===== config.mk =====
export PLATFORM = sky130hd
export DESIGN_NAME = imem_loader
export DESIGN_NICKNAME = d
export VERILOG_FILES = /design/src/rtl/imem_loader.sv
export SDC_FILE = /design/constraint.sdc
export NUM_CORES = 1
export LEC_CHECK = 0
export CORE_ASPECT_RATIO = 0.7
export CORE_MARGIN = 2
export CORE_UTILIZATION = 45
export CTS_CLUSTER_DIAMETER = 50
export DETAILED_ROUTE_END_ITERATION = 16
export PLACE_DENSITY = 0.66
export SYNTH_ARGS = -nofsm -noshare
export SYNTH_HDL_FRONTEND = slang
export SYNTH_SLANG_ARGS = --single-unit

===== constraint.sdc =====
create_clock -name clk -period 6.5 [get_ports clk]
set_clock_uncertainty 0.05 [all_clocks]
set_input_delay 1.95 -clock clk [delete_from_list [all_inputs] [get_ports clk]]
set_output_delay 1.95 -clock clk [all_outputs]
set_load 0.02 [all_outputs]

===== src/rtl/imem_loader.sv =====
// Serial program loader: receives a length-prefixed byte stream, assembles 32-bit words
// and writes them to instruction memory, holding the CPU in reset until a load completes.
module imem_loader #(
    parameter logic [31:0] BASE_ADDR = 32'h0000_0000,
    parameter int          MAX_WORDS = 64
) (
    input  logic        clk,
    input  logic        rst,
    input  logic        start,
    input  logic [7:0]  byte_in,
    input  logic        byte_valid,
    output logic        byte_ready,
    output logic        mem_we,
    output logic [31:0] mem_addr,
    output logic [31:0] mem_wd,
    output logic        cpu_rst,
    output logic        busy,
    output logic        done,
    output logic        err
);

    typedef enum logic [2:0] {IDLE, LEN0, LEN1, DATA, WRITE, DONE, ERR} state_t;

    localparam logic [16:0] MAX_N = 17'(MAX_WORDS);

    state_t      state_q, state_d;
    logic [15:0] len_q, len_d;
    logic [15:0] idx_q, idx_d;
    logic [1:0]  bidx_q, bidx_d;
    logic [31:0] asm_q, asm_d;
    logic        mem_we_q, mem_we_d;
    logic [31:0] mem_addr_q, mem_addr_d;
    logic [31:0] mem_wd_q, mem_wd_d;
    logic        cpu_rst_q, cpu_rst_d;
    logic        busy_q, busy_d;
    logic        done_q, done_d;
    logic        err_q, err_d;
    logic        take;
    logic [15:0] new_len;

    assign byte_ready = (state_q == LEN0) || (state_q == LEN1) || (state_q == DATA);
    assign take       = byte_valid && byte_ready;
    assign new_len    = {byte_in, len_q[7:0]};

    always_comb begin
        state_d = state_q;
        len_d   = len_q;
        idx_d   = idx_q;
        bidx_d  = bidx_q;
        asm_d   = asm_q;
        case (state_q)
            IDLE, DONE, ERR: begin
                if (start) state_d = LEN0;
            end
            LEN0: begin
                if (take) begin
                    len_d[7:0] = byte_in;
                    state_d    = LEN1;
                end
            end
            LEN1: begin
                if (take) begin
                    len_d[15:8] = byte_in;
                    if ({1'b0, new_len} > MAX_N) begin
                        state_d = ERR;
                    end else if (new_len == 16'd0) begin
                        state_d = DONE;
                    end else begin
                        state_d = DATA;
                        idx_d   = 16'd0;
                        bidx_d  = 2'd0;
                    end
                end
            end
            DATA: begin
                if (take) begin
                    asm_d[{bidx_q, 3'b000} +: 8] = byte_in;
                    bidx_d = bidx_q + 2'd1;
                    if (bidx_q == 2'd3) state_d = WRITE;
                end
            end
            WRITE: begin
                idx_d   = idx_q + 16'd1;
                state_d = (idx_d == len_q) ? DONE : DATA;
            end
            default: state_d = IDLE;
        endcase
    end

    // Outputs are registered from the next state so they line up with the state they decode.
    always_comb begin
        mem_we_d   = (state_d == WRITE);
        mem_addr_d = mem_addr_q;
        mem_wd_d   = mem_wd_q;
        if (state_d == WRITE) begin
            mem_addr_d = BASE_ADDR + {14'd0, idx_q, 2'b00};
            mem_wd_d   = asm_d;
        end
        cpu_rst_d = (state_d != DONE);
        busy_d    = (state_d == LEN0) || (state_d == LEN1) || (state_d == DATA) || (state_d == WRITE);
        done_d    = (state_d == DONE);
        err_d     = (state_d == ERR);
    end

    always_ff @(posedge clk or posedge rst) begin
        if (rst) begin
            state_q    <= IDLE;
            len_q      <= 16'd0;
            idx_q      <= 16'd0;
            bidx_q     <= 2'd0;
            asm_q      <= 32'd0;
            mem_we_q   <= 1'b0;
            mem_addr_q <= BASE_ADDR;
            mem_wd_q   <= 32'd0;
            cpu_rst_q  <= 1'b1;
            busy_q     <= 1'b0;
            done_q     <= 1'b0;
            err_q      <= 1'b0;
        end else begin
            state_q    <= state_d;
            len_q      <= len_d;
            idx_q      <= idx_d;
            bidx_q     <= bidx_d;
            asm_q      <= asm_d;
            mem_we_q   <= mem_we_d;
            mem_addr_q <= mem_addr_d;
            mem_wd_q   <= mem_wd_d;
            cpu_rst_q  <= cpu_rst_d;
            busy_q     <= busy_d;
            done_q     <= done_d;
            err_q      <= err_d;
        end
    end

    assign mem_we   = mem_we_q;
    assign mem_addr = mem_addr_q;
    assign mem_wd   = mem_wd_q;
    assign cpu_rst  = cpu_rst_q;
    assign busy     = busy_q;
    assign done     = done_q;
    assign err      = err_q;

endmodule

==> results.yml <==
power:
  ir_worst_vdd_mv: 0.238
  p_leak_nw: 3.10
  powerDensity_mw_per_mm2: 484
  power.total_mw: 3.43
floorplan:
  die_w_um: 139
  die_h_um: 98.5
  floorplan.rows: 34
  start_util: 0.462
  design.die.area_sq_mm: 0.0137
  core-area_sq_mm: 0.0124
  io_pins: 82
setup_path:
  cp_data_arrival_time_ps: 4490
  start_kind: "primary input"
  worstPathCellList: "clkdlybuf4s50_1 -> nor2b_1 -> and3_1 -> nand2_1 -> buf_4 -> inv_2 -> mux2_2"
  end_kind: "register"
  max_stage_delay_ps: 600
  required_ps: 6750
  crit_path_max_fanout: 37
  cpMaxStageDelayCell: "inv_2"
  path_class: "primary input to register"
clocking:
  cts_buffer_depth: 2
  hold_buffers: 0
  h-tree-depth: 4
  clock_latency_ps: 410
  cts_resized: 0
  cts_buffers: 17
  cts_root_buf: "clkbuf_16"
  post_cts_buffers: 0
  clk_pin_slew_ps: 60
  clock_sinks: 122
  cts_tree: "yes"
finish:
  area_growth_pct: 23.4
  multi_input_area_sq_mm: 0.00248
  n_fill_cell: 1044
  antennaDiodeCount: 0
  regArea_sq_mm: 0.00305
  drive_above_1_share: 0.189
  final_util: 0.571
  nNetsFinal: 614
placed_design:
  place_ws_ps: 1880
  gp_congestion: 0.842
  port_buffers: 65
  hpwl_um: 8660
logic_synthesis:
  async_flop_share: 1.00
  ys_seq_area_frac: 0.532
  synth_edf_count: 0
  avgSynthCellArea_sq_um: 10.8
  yosysTopAreaCell: "dfrtp_1"
  yosys_warnings: 0
  yosysMostFrequentCell: "dfrtp_1"
  synthTopCellsByArea: "dfrtp_1, mux2_2, nand2_1"
  synth_top_area_frac: 0.527
  synth_ff_type: "dfrtp_1"
  synth-seq-cells: 122
  synth_cell_types: 61
  synth_commonest_cells: "dfrtp_1, nand2_1, mux2_2"
  synthCells: 530
  syn_area_sq_mm: 0.00574
global_route:
  grt_overflow_total: 0
  grt_pass1_vias: 4190
  grt_use_total: 0.202
  grt_max_degree: 55
  grt_antenna_before_repair: 0
  grt_pass1_wl_um: 21900
detailed_routing:
  drc: 0
  dr.pass1.iters: 5
  avgRoutedWirePerCell_um: 16.9
  drtIter0Drc: 275
  wl_um: 13000
  vias: 4117
  viasPerCell: 5.35
  antenna_left: 0
sta:
  final_hold_viol_count: 0
  slew_violations: 0
  rsz0062_at_grt: "no"
  setup_viol: 0
  relSlewSlack: 0.317
  fmax_mhz: 236
  min_period_over_period: 0.652
  tns_ps: 0
  period_needed_ps: 4240
  final.setup.worst_slack_ps: 2260
  holdWs_ps: 435
  tightestPinTransition_ps: 1020
flow_run:
  cap_violations: 0
min_path:
  hp-class: "register to register"
outcome:
  status: "finished, final reports clean"
## cells by family (layout without fill, tap and decap cells)
logic type               count (synthesis)  count (layout)  synth area share
AO/OA/AOI/OAI                           99              99             0.103
XOR/XNOR                                22              22            0.0373
adder cells (fa/ha/maj)                  7               7            0.0153
buffers and inverters                   49             112            0.0462
flip-flops                             122             122             0.532
multiplexers                            62              62             0.121
other                                    1              16          0.000653
AND/OR/NAND/NOR                        168             168             0.144
## area by class of cell
type / instances / area share
tap: 162 / 0.0286
sequential: 122 / 0.431
inverter: 10 / 0.00565
clock buffer: 18 / 0.0620
timing repair buffer: 70 / 0.0971
multi-input combinational: 374 / 0.350
clock inverter: 14 / 0.0260
## placed cells by master (no fill, tap or decap), drive strengths merged, types with 2 or more instances in the layout
master	count
a31oi	2
nand2	93
and3	4
nor3b	5
buf	5
bufinv	3
nand3	8
or3	2
mux2	61
o31ai	7
o21a	3
clkdlybuf4s50	65
inv	15
a21oi	8
dfrtp	121
o211ai	2
clkbuf	18
nor2	20
clkinvlp	2
o21ai	62
a31o	2
nand2b	2
nor4	10
clkinv	4
nand4	3
nor3	11
nor2b	4
xnor2	12
a22o	2
xor2	9
ha	7
conb	16
## per-layer routing
layer / track usage / share of wire / wire length (um)
met5: 0 / 0 / 0
met4: 0.0754 / 0.014 / 178
met3: 0.0462 / 0.041 / 531
met2: 0.291 / 0.43 / 5590
met1: 0.299 / 0.52 / 6700
## sequential cells by signal (all words and copies together) (netlist names)
signal	count
asm_q	32
bidx_q	2
busy	1
cpu_rst	1
done	1
err	1
idx_q	16
len_q	16
mem_addr	16
mem_wd	32
mem_we	1
state_q	3
## power breakdown
part / switching (mW) / internal [mW]
registers: 0.258 / 1.02
clock network: 0.361 / 0.622
logic: 0.622 / 0.547
total: 1.24 / 2.19
## path summary, 6_finish.rpt
path	from	end	slack (ps)	cells after the start
min reg2reg	mem_addr[11]	mem_addr[11]	440	1
max in group asynchronous	rst	idx_q[1]	3680	3
max	byte_valid	mem_wd[4]	2260	7
min	mem_addr[11]	mem_addr[11]	440	1
min in group asynchronous	rst	err	1780	2
max reg2reg	state_q[2]	mem_wd[4]	3770	6
## per-stage QoR
step	instances	instance area, sq um
after floorplan	545	5800
after global placement	738	6460
after detailed placement	738	6460
after CTS	770	7090
after global routing	770	7090
final	770	7090
## critical path, delay by kind of cell
| kind | cells | cell delay (ps) |
|---|---|---|
| buf+inv | 3 | 1310 |
| simple gates | 3 | 770 |
| mux | 1 | 410 |
No activity file was read; power rests on OpenSTA's default activity.
